### config.mk
export PLATFORM = sky130hd
export DESIGN_NAME = video_timing_req
export DESIGN_NICKNAME = d
export VERILOG_FILES = /design/src/rtl/vtg_pkg.sv /design/src/rtl/vtg_delay_line.sv /design/src/rtl/video_timing_req.sv
export SDC_FILE = /design/constraint.sdc
export NUM_CORES = 1
export LEC_CHECK = 0
export CORE_UTILIZATION = 50
export DETAILED_ROUTE_END_ITERATION = 10
export PLACE_DENSITY = 0.78
export SKIP_CTS_REPAIR_TIMING = 1
export SLEW_MARGIN = 20
export SYNTH_ARGS = -nofsm -noshare
export SYNTH_HDL_FRONTEND = slang
export SYNTH_SLANG_ARGS = --single-unit
### constraint.sdc
create_clock -name clk -period 3.3 [get_ports clk]
set_clock_uncertainty 0.2 [all_clocks]
set_input_delay 0.495 -clock clk [delete_from_list [all_inputs] [get_ports clk]]
set_output_delay 0.495 -clock clk [all_outputs]
set_load 0.03 [all_outputs]
### src/rtl/vtg_pkg.sv
// vtg_pkg: shared 640x480@60 timing defaults, the de/hs/vs control bundle and colour-bar constants.
// Contents: *_DEF timing localparams, vtg_ctrl_t, BAR_RGB table, clamp_lat() helper.
package vtg_pkg;
    localparam int H_ACTIVE_DEF = 640;
    localparam int H_FP_DEF     = 16;
    localparam int H_SYNC_DEF   = 96;
    localparam int H_BP_DEF     = 48;
    localparam int V_ACTIVE_DEF = 480;
    localparam int V_FP_DEF     = 10;
    localparam int V_SYNC_DEF   = 2;
    localparam int V_BP_DEF     = 33;
    localparam bit HS_POL_DEF   = 1'b0;
    localparam bit VS_POL_DEF   = 1'b0;
    // hs/vs are carried active-high internally; polarity is applied only at the output register
    typedef struct packed {
        logic de;
        logic hs;
        logic vs;
    } vtg_ctrl_t;
    // white, yellow, cyan, green, magenta, red, blue, black
    localparam logic [23:0] BAR_RGB [8] = '{
        24'hFFFFFF, 24'hFFFF00, 24'h00FFFF, 24'h00FF00,
        24'hFF00FF, 24'hFF0000, 24'h0000FF, 24'h000000
    };
    function automatic int clamp_lat(input int l);
        return l > 3 ? 3 : (l < 1 ? 1 : l);
    endfunction
endpackage

### src/rtl/vtg_delay_line.sv
// vtg_delay_line: DEPTH-stage (1..3) shift register for the de/hs/vs control bundle.
// Ports: clk, rstn (async active-low, clears every stage), d [W-1:0] in, q [W-1:0] out (DEPTH cycles later).
module vtg_delay_line #(
    parameter int DEPTH = 1,
    parameter int W     = 1
) (
    input  logic         clk,
    input  logic         rstn,
    input  logic [W-1:0] d,
    output logic [W-1:0] q
);
    logic [W-1:0] stage [DEPTH];

    always_ff @(posedge clk or negedge rstn) begin
        if (!rstn) begin
            for (int i = 0; i < DEPTH; i++) stage[i] <= '0;
        end else begin
            stage[0] <= d;
            for (int i = 1; i < DEPTH; i++) stage[i] <= stage[i-1];
        end
    end

    assign q = stage[DEPTH-1];
endmodule

### src/rtl/video_timing_req.sv
// video_timing_req: raster timing generator that requests one pixel per active cycle and
// emits an aligned de/hs/vs/RGB stream after the response latency.
// Ports: clk, rstn (async active-low); req_en/req_sof/req_sol out; resp_red/green/blue [7:0] in;
//        vid_de/vid_hs/vid_vs out; vid_red/green/blue [7:0] out.
// Option: define VTG_COLORBAR_EN to replace response data with eight vertical colour bars.
module video_timing_req
    import vtg_pkg::*;
#(
    parameter int H_ACTIVE     = H_ACTIVE_DEF,
    parameter int H_FP         = H_FP_DEF,
    parameter int H_SYNC       = H_SYNC_DEF,
    parameter int H_BP         = H_BP_DEF,
    parameter int V_ACTIVE     = V_ACTIVE_DEF,
    parameter int V_FP         = V_FP_DEF,
    parameter int V_SYNC       = V_SYNC_DEF,
    parameter int V_BP         = V_BP_DEF,
    parameter bit HS_POL       = HS_POL_DEF,
    parameter bit VS_POL       = VS_POL_DEF,
    parameter int RESP_LATENCY = 1
) (
    input  logic       clk,
    input  logic       rstn,
    output logic       req_en,
    output logic       req_sof,
    output logic       req_sol,
    input  logic [7:0] resp_red,
    input  logic [7:0] resp_green,
    input  logic [7:0] resp_blue,
    output logic       vid_de,
    output logic       vid_hs,
    output logic       vid_vs,
    output logic [7:0] vid_red,
    output logic [7:0] vid_green,
    output logic [7:0] vid_blue
);
    localparam int H_TOTAL = H_ACTIVE + H_FP + H_SYNC + H_BP;
    localparam int V_TOTAL = V_ACTIVE + V_FP + V_SYNC + V_BP;
    localparam int HW      = $clog2(H_TOTAL);
    localparam int VW      = $clog2(V_TOTAL);
    localparam int LAT     = clamp_lat(RESP_LATENCY);
    // inclusive last-index bounds so every constant fits the counter width
    localparam logic [HW-1:0] H_LAST = HW'(H_TOTAL - 1);
    localparam logic [HW-1:0] H_AL   = HW'(H_ACTIVE - 1);
    localparam logic [HW-1:0] H_SS   = HW'(H_ACTIVE + H_FP);
    localparam logic [HW-1:0] H_SL   = HW'(H_ACTIVE + H_FP + H_SYNC - 1);
    localparam logic [VW-1:0] V_LAST = VW'(V_TOTAL - 1);
    localparam logic [VW-1:0] V_AL   = VW'(V_ACTIVE - 1);
    localparam logic [VW-1:0] V_SS   = VW'(V_ACTIVE + V_FP);
    localparam logic [VW-1:0] V_SL   = VW'(V_ACTIVE + V_FP + V_SYNC - 1);

    logic [HW-1:0] h_cnt;
    logic [VW-1:0] v_cnt;
    logic          h_act, v_act, hs_q, vs_q;
    vtg_ctrl_t     ctrl, ctrl_d;
    logic [23:0]   rgb_nxt;

    assign h_act = h_cnt <= H_AL;
    assign v_act = v_cnt <= V_AL;

    // counters and the request-aligned control state share one register stage
    always_ff @(posedge clk or negedge rstn) begin
        if (!rstn) begin
            h_cnt   <= '0;
            v_cnt   <= '0;
            req_en  <= 1'b0;
            req_sol <= 1'b0;
            req_sof <= 1'b0;
            hs_q    <= 1'b0;
            vs_q    <= 1'b0;
        end else begin
            h_cnt   <= h_cnt == H_LAST ? '0 : h_cnt + 1'b1;
            if (h_cnt == H_LAST) v_cnt <= v_cnt == V_LAST ? '0 : v_cnt + 1'b1;
            req_en  <= h_act && v_act;
            req_sol <= h_act && v_act && h_cnt == '0;
            req_sof <= h_act && v_act && h_cnt == '0 && v_cnt == '0;
            hs_q    <= h_cnt >= H_SS && h_cnt <= H_SL;
            vs_q    <= v_cnt >= V_SS && v_cnt <= V_SL;
        end
    end

    assign ctrl = '{de: req_en, hs: hs_q, vs: vs_q};

    // delay control by the response latency so delayed de marks the cycle resp_* is valid
    vtg_delay_line #(
        .DEPTH (LAT),
        .W     ($bits(vtg_ctrl_t))
    ) u_delay (
        .clk  (clk),
        .rstn (rstn),
        .d    (ctrl),
        .q    (ctrl_d)
    );

`ifdef VTG_COLORBAR_EN
    localparam int BAR_W = H_ACTIVE >= 8 ? H_ACTIVE / 8 : 1;
    localparam int BW    = $clog2(BAR_W + 1);
    logic [BW-1:0] bar_px;
    logic [2:0]    bar_idx;
    logic          unused_resp;

    assign unused_resp = ^{resp_red, resp_green, resp_blue};

    // bar position restarts on every line; leftover pixels past the eighth bar stay black
    always_ff @(posedge clk or negedge rstn) begin
        if (!rstn) begin
            bar_px  <= '0;
            bar_idx <= '0;
        end else if (!ctrl_d.de) begin
            bar_px  <= '0;
            bar_idx <= '0;
        end else if (bar_px == BW'(BAR_W - 1)) begin
            bar_px  <= '0;
            bar_idx <= bar_idx == 3'd7 ? 3'd7 : bar_idx + 1'b1;
        end else begin
            bar_px  <= bar_px + 1'b1;
        end
    end

    assign rgb_nxt = BAR_RGB[bar_idx];
`else
    assign rgb_nxt = {resp_red, resp_green, resp_blue};
`endif

    always_ff @(posedge clk or negedge rstn) begin
        if (!rstn) begin
            vid_de                          <= 1'b0;
            vid_hs                          <= ~HS_POL;
            vid_vs                          <= ~VS_POL;
            {vid_red, vid_green, vid_blue}  <= '0;
        end else begin
            vid_de                          <= ctrl_d.de;
            vid_hs                          <= ctrl_d.hs ? HS_POL : ~HS_POL;
            vid_vs                          <= ctrl_d.vs ? VS_POL : ~VS_POL;
            {vid_red, vid_green, vid_blue}  <= ctrl_d.de ? rgb_nxt : 24'h0;
        end
    end
endmodule

# == Word level (Yosys, flattened, before mapping) ==
# Cells that the tools add are included.
# totals
regBits,55
output_inout_bits,30
wordCells,36
# classes
n_addsub,2
n_lt_le_gt_ge,6
n_eq_ne,2
muxes,5
n_reduce_logical,7
# ops
op,n
24-bit two-way mux,1
10-bit by 1-bit adder with 10-bit output (second input constant),2
10-bit equality test (second input constant),2
10-bit <= comparator (second input constant),2
10-bit by 9-bit <= comparator with 1-bit output (second input constant),2
10-bit logical NOT,2
10-bit two-way mux,2
10-bit >= comparator (second input constant),1
10-bit by 9-bit >= comparator with 1-bit output (second input constant),1
1-bit logical AND,5
1-bit two-way mux,2

# == Logic depth before layout (Yosys ltp) ==
# depth
ltp_word,4
mapped_depth,7
depth_no_buf,5

# == Hierarchy ==
# Synthesis repeated with hierarchy kept, for this count alone.
# hier_totals
cells_unflattened,178
area_unflattened_um2,2165.8
# by_module_without_submodules
mod,n_inst,cells_per_inst,area_each_um2
video_timing_req,1,175,2090.8
vtg_delay_line,1,3,75.1

# == Worst setup path before layout ==
# No wires, ideal clock.
# synth_path
path_type,register -> register
startpoint,register h_cnt[5]
endpoint,register v_cnt[7]
arrival_ps,1573
required_ps,2977
slack_ps,1405
path_stages_with_launch,6
period_less_slack_ps,1895
cell_sequence,dfrtp_1 -> buf_6 -> or4b_4 -> nor4_4 -> nand3_1 -> xnor2_1
# synth_via
elab_chain_len,1
# synth_lines
item,line,source
from (decl),video_timing_req.sv:51,logic [HW-1:0] h_cnt;
from (signal assigned),video_timing_req.sv:71,h_cnt <= h_cnt == H_LAST ? '0 : h_cnt + 1'b1;
10-bit equality test,video_timing_req.sv:72,if (h_cnt == H_LAST) v_cnt <= v_cnt == V_LAST ? '0 : v_cnt + 1'b1;
to (signal assigned),video_timing_req.sv:72,
to (decl),video_timing_req.sv:52,logic [VW-1:0] v_cnt;
# No other way between the ends.
# A chain may end at the register's enable or synchronous reset.

# == Worst setup path after layout ==
# layout_path
startpoint,register vid_hs
endpoint,output vid_hs
# layout_lines
item,line,source
from (decl),video_timing_req.sv:30,"output logic vid_hs,"
from (signal assigned),video_timing_req.sv:127,vid_hs <= ~HS_POL;
from (signal assigned),video_timing_req.sv:132,vid_hs <= ctrl_d.hs ? HS_POL : ~HS_POL;
# No word-level cell between the ends.

==> impl_metrics.toml <==
[placement]
numPortBuffers = 55
hpwl_microns = 2800
gp_congestion = 0.793

[synth]
yosysSeqAreaShare = 0.617
synth_edf_count = 0
synth.distinct_cells = 39
netlist_area_sq_mm = 0.00224
avgSynthCellArea_sq_um = 12.1
synth_fp_nets = 216
ys_warn_count = 0
ys_ff_latch = 55
synthFlopType = "dfrtp_1"
async_flop_share = 1.00
synthCells = 185

[power_and_ir_drop]
p_sw_w = 0.000263
switching_share = 0.214
p_int_w = 0.000968
clockPowerShare = 0.346
seq_power_share = 0.562
ir_worst_vdd_v = 0.000328
leakage_nw = 1.26
powerDensity_mw_per_mm2 = 424
comb_power_share = 0.092
p_total_w = 0.00123

[timing]
fin_crit_sh = 0.661
tightest_slew_ns = 0.593
whs_ns = -0.0144
period_needed_ns = 2.18
setup_violations = 0
slew_violations = 0
final.setup.tns_ns = 0
slew_headroom = 0.604
rsz0062_at_grt = "false"
hold_viol_final = 17
max_freq_ghz = 0.458

[cells_and_area]
area_growth_pct = 29.8
drive_gt1_frac = 0.0675
nFillCells = 314
nNetsFinal = 268
diodes = 0
final_cell_mix = "54 x clkdlybuf4s50_1, 53 x dfrtp_1, 29 x and2_1, 8 x nor2_1"
layout_commonest_cell = "clkdlybuf4s50_1"

[critical_path]
crit_buf_inv = 1
crit_end = "vid_hs"
worstPathRequired_ns = 2.60
cp-startpoint = "vid_hs"
r2r_slack_ns = 1.21
cp.arrival_ns = 1.49
path_max_fanout = 1
cp.depth = 1
r2r_start = "h_cnt[0]"
cp_slowest_cell = "clkdlybuf4s50_1"
cp_top_family = "buffers and inverters"
path_class = "register to output port"
critical_path.cell_chain = "clkdlybuf4s50_1"
critPathMaxStageDelay_ns = 0.66
critPathLaunchType = "register"
cp-end-kind = "output port"
rr_worst_depth = 5
r2r-end = "v_cnt[3]"

[status]
status = "complete, but fails checks"
violations = "negative hold slack"

[global_routing]
antenna_found_initial = 0
grt_overflow = 0
grt_pass1_vias = 1343
grt_max_degree = 29
gr-usage-all-layers = 0.181
grt_pass1_wl_microns = 6200

[floorplanning]
start_util = 0.540
dieArea_sq_mm = 0.00474
io_pins = 56
rows = 23
die_w_microns = 68.9
core_sq_mm = 0.00414
die_y_microns = 68.9

[clocking]
cts.sinks = 55
root_buffer = "clkbuf_8"
numCtsBuffers = 5
cts_tree = "yes"
cts_max_path_buffers = 2
htreeDepth = 2
clk_latency_ns = 0.30
clk_pin_slew_worst_paths_ns = 0.09

[drt]
postRouteAntennaNets = 0
drt_pass1_iterations = 4
drt-vias-per-instance = 5.16
vias = 1481
wirelength_microns = 4000
post-route-drc-count = 0
wire_per_inst_microns = 13.9
drt_iter0_drc = 82

[run]
cap_violations = 0

[hold_path]
hp-class = "input port to async pin"
## per-layer routing
layer	up-vias	track usage	part of all wire
li1	725	-	-
met1	700	0.233	0.46
met2	52	0.282	0.44
met3	4	0.0543	0.084
met4	0	0.0765	0.010
met5	-	0	0
## worst min-delay path by stage
stage,slack [ns],from,end,depth (start not counted)
6_report,-0.01,rstn,vid_red[1],1
5_1_grt,0.03,rstn,vid_red[1],1
4_1_cts,0.008,rstn,vid_red[1],1
3_5_place_dp,0.14,u_delay.q[0],vid_vs,1
3_3_place_gp,0.13,vs_q,u_delay.q[0],0
2_1_floorplan,-0.0006,rstn,h_cnt[0],0
## power groups by stage
| stage | clock (W) | sequential (W) | combinational [W] |
|---|---|---|---|
| after floorplan | 0 | 0.000737 | 0.00000990 |
| after global placement | 0 | 0.000705 | 0.000114 |
| after detailed placement | 0 | 0.000705 | 0.000115 |
| after CTS | 0.000438 | 0.000692 | 0.000115 |
| after global routing | 0.000466 | 0.000694 | 0.000122 |
| final | 0.000426 | 0.000691 | 0.000113 |
## sequential cells by signal, summed over array words and instances (netlist names)
| register | cells |
|---|---|
| u_delay.q | 3 |
| req_en | 1 |
| vs_q | 1 |
| vid_blue | 8 |
| vid_de | 1 |
| req_sof | 1 |
| vid_red | 8 |
| vid_vs | 1 |
| hs_q | 1 |
| vid_hs | 1 |
| req_sol | 1 |
| v_cnt | 10 |
| h_cnt | 10 |
| vid_green | 8 |
## through the flow
stage	utilization	hold slack (ns)	area [sq um]	worst slack [ns]	cells
after floorplan	-	-0.000591	2240	1.40	185
after global placement	0.675	0.133	2800	1.25	280
after detailed placement	0.675	0.141	2800	1.19	280
after CTS	0.700	0.00796	2900	1.11	287
after global routing	0.700	0.0308	2900	1.01	287
final	0.700	-0.0144	2900	1.12	287
## cells in the mapped netlist (2+ instances only)
| library cell | number | area [sq um] |
|---|---|---|
| a21o_1 | 2 | 15.0 |
| a21oi_1 | 3 | 15.0 |
| a31oi_1 | 3 | 18.8 |
| and2_1 | 29 | 181 |
| and3_1 | 2 | 12.5 |
| and4_1 | 3 | 26.3 |
| buf_2 | 3 | 15.0 |
| clkbuf_1 | 6 | 22.5 |
| dfrtp_1 | 53 | 1330 |
| dfstp_2 | 2 | 52.6 |
| ha_1 | 5 | 62.6 |
| inv_1 | 7 | 26.3 |
| nand2_1 | 6 | 22.5 |
| nand3_1 | 6 | 30.0 |
| nand4_1 | 6 | 37.5 |
| nor2_1 | 8 | 30.0 |
| nor3_1 | 5 | 25.0 |
| nor4_1 | 3 | 18.8 |
| nor4b_1 | 2 | 17.5 |
| o21ai_0 | 2 | 10.0 |
| or3_1 | 2 | 12.5 |
| xnor2_1 | 7 | 61.3 |
| xor2_1 | 4 | 35.0 |
## kinds of logic after synthesis
| logic type | after synthesis | share of synthesized area |
|---|---|---|
| and+or+nand+nor | 80 | 0.224 |
| xor gates and xnor gates | 11 | 0.0431 |
| muxes | 1 | 0.00448 |
| adders and majority gates | 5 | 0.0280 |
| AOI/OAI and AO/OA | 15 | 0.0470 |
| DFF | 55 | 0.617 |
| buffers and inverters | 18 | 0.0369 |
## cell type report
type / instances / area, sq um / share of cell area
inverters: 7 / 26.3 / 0.00906
multi-input cells: 112 / 774 / 0.267
flip-flops and latches: 55 / 1380 / 0.475
clock buffers: 5 / 68.8 / 0.0237
well taps: 50 / 62.6 / 0.0216
repair buffers: 56 / 553 / 0.191
clock inverters: 2 / 37.5 / 0.0129
(Power assumes the default switching activity.)
